$ cat src/rtl/point_subtractor.sv
// point_subtractor
// Sequential elliptic-curve point subtractor over GF(2^7) on the binary curve
// y^2 + xy = x^3 + x^2 + 1. Computes diff = point1 - point2 by adding the
// negation of point2, where -(x,y) = (x, x^y). One squarer and one multiplier
// are shared across all steps. The field inverse is z^126, built by iterative
// exponentiation. Every request takes the same fixed latency, including the
// trivial infinity/identity cases.
//
// Ports:
//   clk     rising-edge clock
//   reset   asynchronous active-high reset; aborts any operation in flight
//   start   request pulse, only honoured in IDLE while done is low
//   point1  minuend    {y[13:7], x[6:0]}, 14'b0 is the point at infinity
//   point2  subtrahend {y[13:7], x[6:0]}
//   busy    high from the cycle after start is accepted until the done cycle
//   done    one-cycle pulse when diff has been updated
//   diff    result {y3, x3}, held until the next completed request

module point_subtractor #(
    parameter logic [6:0] FIELD_POLY = 7'b0000011
) (
    input  logic        clk,
    input  logic        reset,
    input  logic        start,
    input  logic [13:0] point1,
    input  logic [13:0] point2,
    output logic        busy,
    output logic        done,
    output logic [13:0] diff
);

    typedef enum logic [2:0] {
        IDLE,
        INV,
        SLOPE,
        X3,
        Y3,
        DONE
    } state_t;

    typedef enum logic [2:0] {
        KIND_NEG_P2,
        KIND_P1,
        KIND_GENERAL,
        KIND_INFINITY,
        KIND_DOUBLE
    } kind_t;

    // Fold a 13-bit carry-less product back into the field using x^7 == FIELD_POLY.
    function automatic logic [6:0] gfReduce(input logic [12:0] v);
        logic [12:0] t;
        t = v;
        for (int i = 12; i >= 7; i--) begin
            if (t[i]) begin
                t[i] = 1'b0;
                t    = t ^ ({6'b0, FIELD_POLY} << (i - 7));
            end
        end
        return t[6:0];
    endfunction

    function automatic logic [6:0] gfMul(input logic [6:0] a, input logic [6:0] b);
        logic [12:0] p;
        p = '0;
        for (int i = 0; i < 7; i++) begin
            if (b[i]) begin
                p = p ^ ({6'b0, a} << i);
            end
        end
        return gfReduce(p);
    endfunction

    // Squaring in characteristic 2 just spreads the bits apart before reduction.
    function automatic logic [6:0] gfSquare(input logic [6:0] a);
        logic [12:0] s;
        s = '0;
        for (int i = 0; i < 7; i++) begin
            s[2*i] = a[i];
        end
        return gfReduce(s);
    endfunction

    state_t      r_state;
    state_t      w_nextState;
    kind_t       r_kind;
    kind_t       w_kind;
    logic [2:0]  r_count;
    logic [6:0]  r_x1, r_y1, r_x2, r_y2n;
    logic [6:0]  r_z, r_inv, r_lambda, r_x3, r_y3;
    logic        r_done;
    logic [13:0] r_diff;

    logic        w_accept;
    logic [6:0]  w_inX1, w_inY1, w_inX2, w_inY2, w_inZ;
    logic [6:0]  w_sqIn, w_sqOut, w_mulA, w_mulB, w_mulOut;

    assign w_inX1 = point1[6:0];
    assign w_inY1 = point1[13:7];
    assign w_inX2 = point2[6:0];
    assign w_inY2 = point2[13:7];

    // A request completing this cycle still has done high; a start seen then
    // must wait for the following IDLE cycle.
    assign w_accept = (r_state == IDLE) && start && !r_done;

    // Classify the request at capture time. Trivial cases still run the full
    // pipeline so the latency never depends on the operands.
    always_comb begin
        w_kind = KIND_GENERAL;
        w_inZ  = w_inX1 ^ w_inX2;
        if (point1 == 14'b0) begin
            w_kind = KIND_NEG_P2;
        end else if (point2 == 14'b0) begin
            w_kind = KIND_P1;
        end else if (w_inX1 != w_inX2) begin
            w_kind = KIND_GENERAL;
        end else if (w_inY1 == w_inY2) begin
            w_kind = KIND_INFINITY;
        end else if (w_inX1 == 7'd0) begin
            w_kind = KIND_INFINITY;
        end else begin
            w_kind = KIND_DOUBLE;
            w_inZ  = w_inX1;
        end
    end

    // Squarer input select: the running power during inversion, lambda for
    // x3, and x1 for the doubling y3 term.
    always_comb begin
        w_sqIn = r_inv;
        case (r_state)
            X3:      w_sqIn = r_lambda;
            Y3:      w_sqIn = r_x1;
            default: w_sqIn = r_inv;
        endcase
    end

    assign w_sqOut = gfSquare(w_sqIn);

    // Multiplier operand select for each step of the computation.
    always_comb begin
        w_mulA = w_sqOut;
        w_mulB = r_z;
        case (r_state)
            SLOPE: begin
                w_mulA = (r_kind == KIND_DOUBLE) ? r_y1 : (r_y1 ^ r_y2n);
                w_mulB = r_inv;
            end
            Y3: begin
                if (r_kind == KIND_DOUBLE) begin
                    w_mulA = r_lambda ^ 7'd1;
                    w_mulB = r_x3;
                end else begin
                    w_mulA = r_lambda;
                    w_mulB = r_x1 ^ r_x3;
                end
            end
            default: begin
                w_mulA = w_sqOut;
                w_mulB = r_z;
            end
        endcase
    end

    assign w_mulOut = gfMul(w_mulA, w_mulB);

    // State register.
    always_ff @(posedge clk or posedge reset) begin
        if (reset) begin
            r_state <= IDLE;
        end else begin
            r_state <= w_nextState;
        end
    end

    // Next-state logic: inversion holds for six cycles, every other step is one.
    always_comb begin
        w_nextState = r_state;
        case (r_state)
            IDLE:    w_nextState = w_accept ? INV : IDLE;
            INV:     w_nextState = (r_count == 3'd5) ? SLOPE : INV;
            SLOPE:   w_nextState = X3;
            X3:      w_nextState = Y3;
            Y3:      w_nextState = DONE;
            DONE:    w_nextState = IDLE;
            default: w_nextState = IDLE;
        endcase
    end

    // Output logic: busy covers every non-IDLE state, so it drops exactly as
    // the registered done pulse appears.
    always_comb begin
        busy = (r_state != IDLE);
    end

    // Datapath: operand capture, inversion chain, slope, x3, y3 and result.
    always_ff @(posedge clk or posedge reset) begin
        if (reset) begin
            r_kind   <= KIND_NEG_P2;
            r_count  <= 3'd0;
            r_x1     <= 7'd0;
            r_y1     <= 7'd0;
            r_x2     <= 7'd0;
            r_y2n    <= 7'd0;
            r_z      <= 7'd0;
            r_inv    <= 7'd0;
            r_lambda <= 7'd0;
            r_x3     <= 7'd0;
            r_y3     <= 7'd0;
            r_done   <= 1'b0;
            r_diff   <= 14'b0;
        end else begin
            r_done <= 1'b0;
            case (r_state)
                IDLE: begin
                    if (w_accept) begin
                        r_kind  <= w_kind;
                        r_count <= 3'd0;
                        r_x1    <= w_inX1;
                        r_y1    <= w_inY1;
                        r_x2    <= w_inX2;
                        r_y2n   <= w_inX2 ^ w_inY2;
                        r_z     <= w_inZ;
                        r_inv   <= w_inZ;
                    end
                end
                INV: begin
                    // Five square-and-multiply steps reach z^63, a final
                    // square gives z^126 = z^-1 (and 0 stays 0).
                    r_count <= r_count + 3'd1;
                    r_inv   <= (r_count == 3'd5) ? w_sqOut : w_mulOut;
                end
                SLOPE: begin
                    r_lambda <= (r_kind == KIND_DOUBLE) ? (r_x1 ^ w_mulOut) : w_mulOut;
                end
                X3: begin
                    if (r_kind == KIND_DOUBLE) begin
                        r_x3 <= w_sqOut ^ r_lambda ^ 7'd1;
                    end else begin
                        r_x3 <= w_sqOut ^ r_lambda ^ r_x1 ^ r_x2 ^ 7'd1;
                    end
                end
                Y3: begin
                    if (r_kind == KIND_DOUBLE) begin
                        r_y3 <= w_sqOut ^ w_mulOut;
                    end else begin
                        r_y3 <= w_mulOut ^ r_x3 ^ r_y1;
                    end
                end
                DONE: begin
                    r_done <= 1'b1;
                    case (r_kind)
                        KIND_NEG_P2:   r_diff <= {r_y2n, r_x2};
                        KIND_P1:       r_diff <= {r_y1, r_x1};
                        KIND_INFINITY: r_diff <= 14'b0;
                        default:       r_diff <= {r_y3, r_x3};
                    endcase
                end
                default: begin
                    r_count <= 3'd0;
                end
            endcase
        end
    end

    assign done = r_done;
    assign diff = r_diff;

endmodule

$ cat config.mk
export PLATFORM = sky130hd
export DESIGN_NAME = point_subtractor
export DESIGN_NICKNAME = d
export VERILOG_FILES = /design/src/rtl/point_subtractor.sv
export SDC_FILE = /design/constraint.sdc
export NUM_CORES = 1
export LEC_CHECK = 0
export CORE_ASPECT_RATIO = 0.9
export CORE_MARGIN = 2
export CORE_UTILIZATION = 50
export DETAILED_ROUTE_END_ITERATION = 12
export HOLD_SLACK_MARGIN = 0.06
export PLACE_DENSITY = 0.77
export SLEW_MARGIN = 0
export SYNTH_ARGS = -nofsm -noshare
export SYNTH_HDL_FRONTEND = slang
export SYNTH_SLANG_ARGS = --single-unit
$ cat constraint.sdc
create_clock -name clk -period 7.22 [get_ports clk]
set_input_delay 1.444 -clock clk [delete_from_list [all_inputs] [get_ports clk]]
set_output_delay 1.444 -clock clk [all_outputs]
set_load 0.03 [all_outputs]
# --- Word level (Yosys, flattened, before mapping) ---
# Cells that the tools add are included.
classes:
  add_sub_neg: 1
  mux: 48
  n_bitwise: 33
  n_reduce_logical: 14
  eq_ne: 12
op_table:
  columns: ["op", "n"]
  rows:
  - ["2-to-1 mux 7 bit", 15]
  - ["2-to-1 mux 13 bit", 6]
  - ["bitwise XOR 7 bit", 11]
  - ["case mux 7 bit (2 select lines)", 4]
  - ["case mux 14 bit (3 select lines)", 1]
  - ["zero test 14 bit", 2]
  - ["2-to-1 mux 3 bit", 8]
  - ["inverter 2 bit", 12]
  - ["case mux 3 bit (5 select lines)", 1]
  - ["bitwise XOR 13 x 10 -> 13 bit", 1]
  - ["bitwise XOR 13 x 11 -> 13 bit", 1]
  - ["bitwise XOR 13 x 12 -> 13 bit", 1]
  - ["bitwise XOR 13 bit", 1]
  - ["bitwise XOR 13 x 8 -> 13 bit", 1]
  - ["bitwise XOR 13 x 9 -> 13 bit", 1]
  - ["equality test 3 bit, second input constant", 4]
  - ["2-to-1 mux 6 bit", 2]
  - ["2-to-1 mux 5 bit", 2]
  - ["equality test 3 x 2 -> 1 bit, second input constant", 3]
  - ["case mux 3 bit (3 select lines)", 1]
  - ["2-to-1 mux 4 bit", 2]
  - ["equality test 7 bit", 1]
  - ["zero test 7 bit", 1]
  - ["inequality test 7 bit", 1]
  - ["13 further kinds", 25]
word_totals:
  ff_bits: 87
  input_bits: 31
  elab_cells: 122
  output_inout_bits: 16

# --- Logic depth before layout (Yosys ltp) ---
# Gate-level depths: netlist of the first run.
depth:
  depth_word: 43
  mapped_depth: 14
  mapped_depth_nobuf: 10

# --- Worst setup path after synthesis of the first run ---
# OpenSTA, ideal clock, no wires.
synth_timing:
  path_type: "input-to-reg"
  from: "in point1[3]"
  to: "reg r_z[0]"
  setup_time_ns: 0.125
  slack_ns: 3.960
  path_stages: 8
  t_arrival_ns: 3.135
  t_required_ns: 7.095
  n_path_buf: 1
  cell_sequence: "or4_1 -> nor4_1 -> nand3_1 -> nand2_1 -> or3_1 -> clkbuf_1 -> a21oi_1 -> mux2_2"
synth_between:
  elab_chain_cells: 6
  word_cells_on_any_way: 8
  cone_classes: "eq/ne (1); mux (5); reduce/logical (2)"
synth_lines:
  columns: ["element", "line_no", "rtl"]
  rows:
  - ["start: declaration", "25", "input logic [13:0] point1,"]
  - ["zero test 7 bit", "119", "end else if (w_inX1 == 7'd0) begin"]
  - ["2-to-1 mux 7 bit", "119", null]
  - ["2-to-1 mux 7 bit", "117", "end else if (w_inY1 == w_inY2) begin"]
  - ["2-to-1 mux 7 bit", "115", "end else if (w_inX1 != w_inX2) begin"]
  - ["2-to-1 mux 7 bit", "113", "end else if (point2 == 14'b0) begin"]
  - ["2-to-1 mux 7 bit *", "111", "if (point1 == 14'b0) begin"]
  - ["end signal: assignment", "223", "r_z <= w_inZ;"]
  - ["end: declaration", "89", "logic [6:0] r_z, r_inv, r_lambda, r_x3, r_y3;"]
# Every way passes the cells marked *; elsewhere a longest branch is shown, timed or not.
# A chain may end at the register's enable or synchronous reset.

# --- Final worst setup path of the first run ---
layout_timing:
  from: "reg r_state[2]"
  to: "reg r_inv[3]"
layout_between:
  elab_chain_cells: 30
  word_cells_on_any_way: 46
  cone_classes: "eq/ne (5); mux (22); bitwise (14); reduce/logical (5)"
layout_lines:
  columns: ["element", "line_no", "rtl"]
  rows:
  - ["start: declaration", "83", "state_t r_state;"]
  - ["start signal: assignment", "172", "r_state <= w_nextState;"]
  - ["equality test 3 bit / equality test 3 x 2 -> 1 bit (equally long branches)", "131, 144", null]
  - ["case mux 7 bit (2 select lines)", "131", "case (r_state)"]
  - ["2-to-1 mux 7 bit", "54", "if (t[i]) begin"]
  - ["2-to-1 mux 6 bit", "54", null]
  - ["2-to-1 mux 5 bit", "54", null]
  - ["inverter 2 bit (no source line)", null, null]
  - ["2-to-1 mux 4 bit", "54", null]
  - ["inverter 2 bit (no source line)", null, null]
  - ["(+14 left out)", null, null]
  - ["2-to-1 mux 7 bit", "54", null]
  - ["2-to-1 mux 6 bit", "54", null]
  - ["inverter 2 bit (no source line)", null, null]
  - ["2-to-1 mux 5 bit", "54", null]
  - ["inverter 2 bit (no source line)", null, null]
  - ["2-to-1 mux 4 bit", "54", null]
  - ["2-to-1 mux 7 bit", "231", "r_inv <= (r_count == 3'd5) ? w_sqOut : w_mulOut;"]
  - ["case mux 7 bit (2 select lines)", "214", "case (r_state)"]
  - ["end signal: assignment", "224", "r_inv <= w_inZ;"]
  - ["end signal: assignment", "231", null]
  - ["end: declaration", "89", null]
# Parallel ways exist; a longest one is shown, timed or not.

==> results of run 1 <==
==> per-layer routing <==
| metal | wire (um) | share of wire (%) | up-vias |
|---|---|---|---|
| li1 | - | - | 2846 |
| met1 | 8650 | 43 | 2922 |
| met2 | 8480 | 42 | 338 |
| met3 | 2310 | 12 | 38 |
| met4 | 537 | 2.7 | 2 |
| met5 | 12 | 0.060 | - |
==> state kept, by name, summed over array words and instances, names as in the netlist <==
| signal | count |
|---|---|
| r_count | 3 |
| r_state | 3 |
| done | 1 |
| r_y1 | 7 |
| r_z | 7 |
| r_y3 | 7 |
| r_x2 | 7 |
| r_kind | 3 |
| r_x3 | 7 |
| r_x1 | 7 |
| r_inv | 7 |
| r_lambda | 7 |
| r_y2n | 7 |
| diff | 14 |
==> worst min-delay path: stages, from the launching register on <==
cell	delay, ps
dfrtp_1	340
nand2_1	40
o21ai_0	60
==> cell families (layout without fill, tap and decap cells) <==
logic type	count (synthesis)	in the layout	synth area share (%)
simple gates	309	309	22.6
compound gates	226	226	21.9
xor+xnor	100	100	15.5
flops	87	87	33.0
buf+inv	67	83	4.91
mux	11	11	1.73
fa+ha+maj	2	2	0.379
==> final timing paths <==
check                      cells past startpoint                      to  slack, ps
max                                           11    r_inv[3]$_DFFE_PP0P_       2620
min                                            2     diff[3]$_DFFE_PP0P_        480
max reg2reg                                   11    r_inv[3]$_DFFE_PP0P_       2620
min reg2reg                                    2     diff[3]$_DFFE_PP0P_        480
max in group asynchronous                      3  r_count[1]$_DFFE_PP0P_       4770
min in group asynchronous                      3     r_y1[6]$_DFFE_PP0P_       1770
==> cell usage in the layout (no fill, tap or decap), types with 8 or more instances in the layout <==
| master | netlist | final |
|---|---|---|
| a221oi_1 | 17 | 17 |
| or3_1 | 8 | 8 |
| a22oi_1 | 16 | 16 |
| a21oi_1 | 42 | 42 |
| o22ai_1 | 12 | 12 |
| nor3b_1 | 8 | 8 |
| nand2_1 | 154 | 154 |
| a211oi_1 | 8 | 8 |
| nand3_1 | 14 | 14 |
| nor2_1 | 55 | 55 |
| and2_1 | 9 | 9 |
| clkbuf_16 | 0 | 9 |
| o21ai_0 | 79 | 79 |
| clkdlybuf4s50_1 | 0 | 46 |
| mux2i_1 | 8 | 8 |
| inv_1 | 13 | 12 |
| dfrtp_1 | 87 | 87 |
| o21ai_1 | 9 | 9 |
| xor2_1 | 23 | 23 |
| buf_4 | 1 | 8 |
| xnor2_1 | 65 | 65 |
==> through the flow <==
stage | std cells | instance area (um^2)
6_report | 982 | 7350
2_1_floorplan | 802 | 6600
3_5_place_dp | 966 | 7050
5_1_grt | 982 | 7350
3_3_place_gp | 966 | 7050
4_1_cts | 982 | 7350
==> area by class of cell <==
class / count / area (um^2) / area share [%]
clock buffers: 12 / 246 / 3.35
clock inverters: 4 / 55.1 / 0.749
inverters: 13 / 50.0 / 0.681
multi-input cells: 648 / 4100 / 55.7
flip-flops and latches: 87 / 2180 / 29.6
well taps: 164 / 205 / 2.79
repair buffers: 54 / 520 / 7.08
==> results.cfg, run 1 <==
[run_status]
status = finished, final reports clean

[yosys]
netlist_instances = 802
yosysTopAreaCell = dfrtp_1
yosysMostFrequentCell = nand2_1
synth.cell_area_um2 = 6600
synth_cell_types = 78
synth_nets = 835
ys_warn_count = 0
syn_area_per_cell_um2 = 8.22
ys.flop_type = dfrtp_1
synth_common_cells = nand2_1, dfrtp_1, o21ai_0, xnor2_1, nor2_1
ys_seq_area_share_pct = 33.0
synthArstFlopShare_pct = 100
synth.area.top_cells = dfrtp_1, nand2_1, xnor2_1
synth-seq-cells = 87
yosysTopAreaCellShare_pct = 33.0
synth_edf_count = 0

[setup_path]
cp_cell_sequence = nor3b_2 > buf_4 > a222oi_1 > and3b_1 > o21ai_1 > a21boi_0 > xnor2_2 > xnor2_1 > xnor3_1 > nor2_1 > a211oi_1
crit_start = r_state[2]$_DFF_PP0_
cp-end-kind = flip-flop
cp.required_ps = 7440
r2r-start = r_state[2]$_DFF_PP0_
max_stage_delay_ps = 1030
crit_type = flip-flop to flip-flop
critical-path-slowest-cell = dfrtp_1
cp.arrival_ps = 4820
path_max_fanout = 35
cp-start-kind = flip-flop
crit_buf_inv = 1
crit_family = compound AO/OA/AOI/OAI gates

[timing]
setup_violations = 0
drv_slew = 0
maxClockFrequency_mhz = 217
relSlewSlack_pct = 27.8
skew_ps = 5.36
post-route-period-util_pct = 63.8
period_needed_ps = 4600
hold_violations = 0
rsz0062_at_grt = false
tightest_slew_ps = 1080
fin_ws_ps = 2620
hold_slack_ps = 479
fin_setup_tns_ps = 0

[clock_tree]
clkLatencyLatePin_ps = 350
cts_made_buffers = 9
postCtsSetupRepairBufs = 0
cts_tree = done
cts_buffer_depth = 2
cts_sinks = 87
cts_hold_buffers = 0
cts_resized = 0
htreeDepth = 3
cts_root_buf = clkbuf_16
cts.clk_slew.worst_paths_ps = 60

[finish]
fill_cells = 1160
area_growth_pct = 11.4
n_antenna_cell = 0
layout-drive-gt1-share_pct = 6.60
final_nets = 846
final_util_pct = 57.5

[grt]
track_usage_pct = 28.7
grt_pass1_wl_um = 31500
grt_max_degree = 88
grt_use_met1_pct = 41.8
grt-ovfl-total = 0
grtUsageMet2_pct = 40.2
antenna_found_initial = 2
top_usage_layer = met1
grt_pass1_vias = 5539
grt_use_met3_pct = 9.27

[floorplan]
io_pins = 47
fp.dieW_um = 125
die_h_um = 113
coreArea_um2 = 12800
rows = 39
dieArea_um2 = 14100
start_util_pct = 51.6

[placed_design]
pre_cts_ws_ps = 2800
hpwl_um = 14500
place_congestion = 1.00
port_buffers = 46

[min_path]
hold_class = flip-flop to flip-flop
min-delay-start = diff[3]$_DFFE_PP0P_

[detailed_routing]
dr.first_iter.drc_count = 764
vias = 6146
drc = 0
via_per_inst = 6.26
routed_wl_um = 20000
first_pass_iters = 5
wl_per_cell_um = 20.4
postRouteAntennaNets = 0

[job]
drv_cap = 0
Power of run 1 is not shown: default switching activity piles up to over one toggle a cycle in this logic, so the estimate is an artifact.
==> run 2, diff against run 1 <==
--- a/config.mk
+++ b/config.mk
@@ -10,7 +10,7 @@
 export CORE_UTILIZATION = 50
 export DETAILED_ROUTE_END_ITERATION = 12
 export HOLD_SLACK_MARGIN = 0.06
-export PLACE_DENSITY = 0.77
+export PLACE_DENSITY = 0.79
 export SLEW_MARGIN = 0
 export SYNTH_ARGS = -nofsm -noshare
 export SYNTH_HDL_FRONTEND = slang
==> constraint.sdc (replaced) <==
create_clock -name clk -period 3.8 [get_ports clk]
set_input_delay 0.76 -clock clk [delete_from_list [all_inputs] [get_ports clk]]
set_output_delay 0.76 -clock clk [all_outputs]
set_load 0.03 [all_outputs]
==> results.cfg, run 2 (synthesis gave the netlist of run 1 again) <==
[detailed_routing]
vias = 6348
drc = 0
routed_wl_um = 20500
via_per_inst = 6.21
postRouteAntennaNets = 0
first_pass_iters = 7
wl_per_cell_um = 20.1
dr.first_iter.drc_count = 704

[setup_path]
r2r-start = r_state[0]$_DFF_PP0_
crit_type = flip-flop to flip-flop
cp_cell_sequence = or3b_2 > a32o_1 > a221o_1 > o21ai_2 > a21oi_1 > xor2_1 > xnor3_1 > xor2_2 > nor2_1 > a211oi_2
max_stage_delay_ps = 690
crit_buf_inv = 0
path_max_fanout = 15
cp-end-kind = flip-flop
cp.arrival_ps = 3960
crit_family = compound AO/OA/AOI/OAI gates
reg2reg_slack_ps = 110
cp-start-kind = flip-flop
cp.required_ps = 4070
critical-path-slowest-cell = or3b_2
crit_start = r_state[0]$_DFF_PP0_

[grt]
grt_pass1_vias = 5785
grt_max_degree = 51
antenna_found_initial = 0
track_usage_pct = 29.6
grt-ovfl-total = 0
grt_pass1_wl_um = 32400

[timing]
post-route-period-util_pct = 97.0
drv_slew = 0
setup_violations = 0
hold_violations = 0
tightest_slew_ps = 992
rsz0062_at_grt = true
maxClockFrequency_mhz = 271
skew_ps = 14.3
relSlewSlack_pct = 33.7
period_needed_ps = 3690
hold_slack_ps = 478

[clock_tree]
postCtsSetupRepairBufs = 0
cts_sinks = 87
cts_tree = done
cts_root_buf = clkbuf_16
cts_made_buffers = 9
cts_buffer_depth = 2
clkLatencyLatePin_ps = 360
cts.clk_slew.worst_paths_ps = 70
htreeDepth = 3

[floorplan]
start_util_pct = 51.6
coreArea_um2 = 12800
io_pins = 47
fp.dieW_um = 125
rows = 39
die_h_um = 113
dieArea_um2 = 14100

[placed_design]
placed_area_um2 = 7390
place_congestion = 1.02
hpwl_um = 15600
port_buffers = 46

[min_path]
hold_class = flip-flop to flip-flop
min-delay-start = diff[0]$_DFFE_PP0P_

[job]
drv_cap = 0

[run_status]
status = finished, final reports clean

[finish]
largest_register_ffs = 14
final_common_cell = nand2_1
final_area_um2 = 7680
n_antenna_cell = 0
layout.cells.most_common_list = nand2_1, dfrtp_1, o21ai_0, xnor2_1, nor2_1
area_growth_pct = 16.5
final_util_pct = 60.1
layout-drive-gt1-share_pct = 11.3
final_nets = 886
run 2: cell types whose count changed in the layout (fill, tap and decap cells not counted), sizes merged:
| cell | before | now |
|---|---|---|
| clkinv | 3 | 2 |
| buf | 8 | 48 |
| inv | 12 | 13 |
| clkbuf | 12 | 13 |
| bufinv | 1 | 0 |
run 2: area by class of cell:
cell class	count	area, um^2
clock inverters	3	25.0
fillers	1140	5100
repair buffers	94	858
well taps	164	205
clock buffers	13	270
multi-input cells	648	4100
flip-flops and latches	87	2180
inverters	13	50.0
run 2: timing repair:
action                                  in CTS  in global routing
hold buffers                                 0                  0
endpoints found under the setup margin       0                 12
endpoints found under the hold margin        0                  0
resized for setup                            0                  2
run 2: metrics by stage:
step / setup TNS (ps) / setup WS (ps) / instances
finish: 0 / 112 / 1022
global route: -4.78 / -4.78 / 1022
CTS: 0 / 82.5 / 1022
detailed placement: 0 / 83.2 / 1006
global placement: 0 / 208 / 1006
floorplan: 0 / 564 / 802
run 2: path summary, 6_finish.rpt:
kind,to,cells after the start
hold reg to reg,diff[0]$_DFFE_PP0P_,2
hold / removal,diff[0]$_DFFE_PP0P_,2
min in group asynchronous,r_lambda[3]$_DFFE_PP0P_,2
setup reg to reg,r_inv[5]$_DFFE_PP0P_,10
setup / recovery,r_inv[5]$_DFFE_PP0P_,10
max in group asynchronous,r_state[2]$_DFF_PP0_,3
run 2: tightest hold or removal path: cells and delay by family, from the launching register on:
family	cells	cell delay, ps
flip-flops	1	340
AO/OA/AOI/OAI	1	60
AND/OR/NAND/NOR	1	50
run 2: layer usage:
metal  wire length [um]  vias up  GRT usage (%)
met4                635        0           10.5
met2               8660      365           42.4
met5                  0        -              0
met1               8980     2994           43.0
li1                   -     2928              -
met3               2250       61           8.27
Power of run 2 is left out for the same reason.
==> run 3, diff against run 2 <==
--- a/config.mk
+++ b/config.mk
@@ -9,7 +9,7 @@
 export CORE_MARGIN = 2
 export CORE_UTILIZATION = 50
 export DETAILED_ROUTE_END_ITERATION = 12
-export HOLD_SLACK_MARGIN = 0.06
+export HOLD_SLACK_MARGIN = 0.03
 export PLACE_DENSITY = 0.79
 export SLEW_MARGIN = 0
 export SYNTH_ARGS = -nofsm -noshare
==> results of run 3 <==
Same layout as run 2: the final DEF is identical, and so are final timing and power.
Power of run 3 is left out for the same reason.
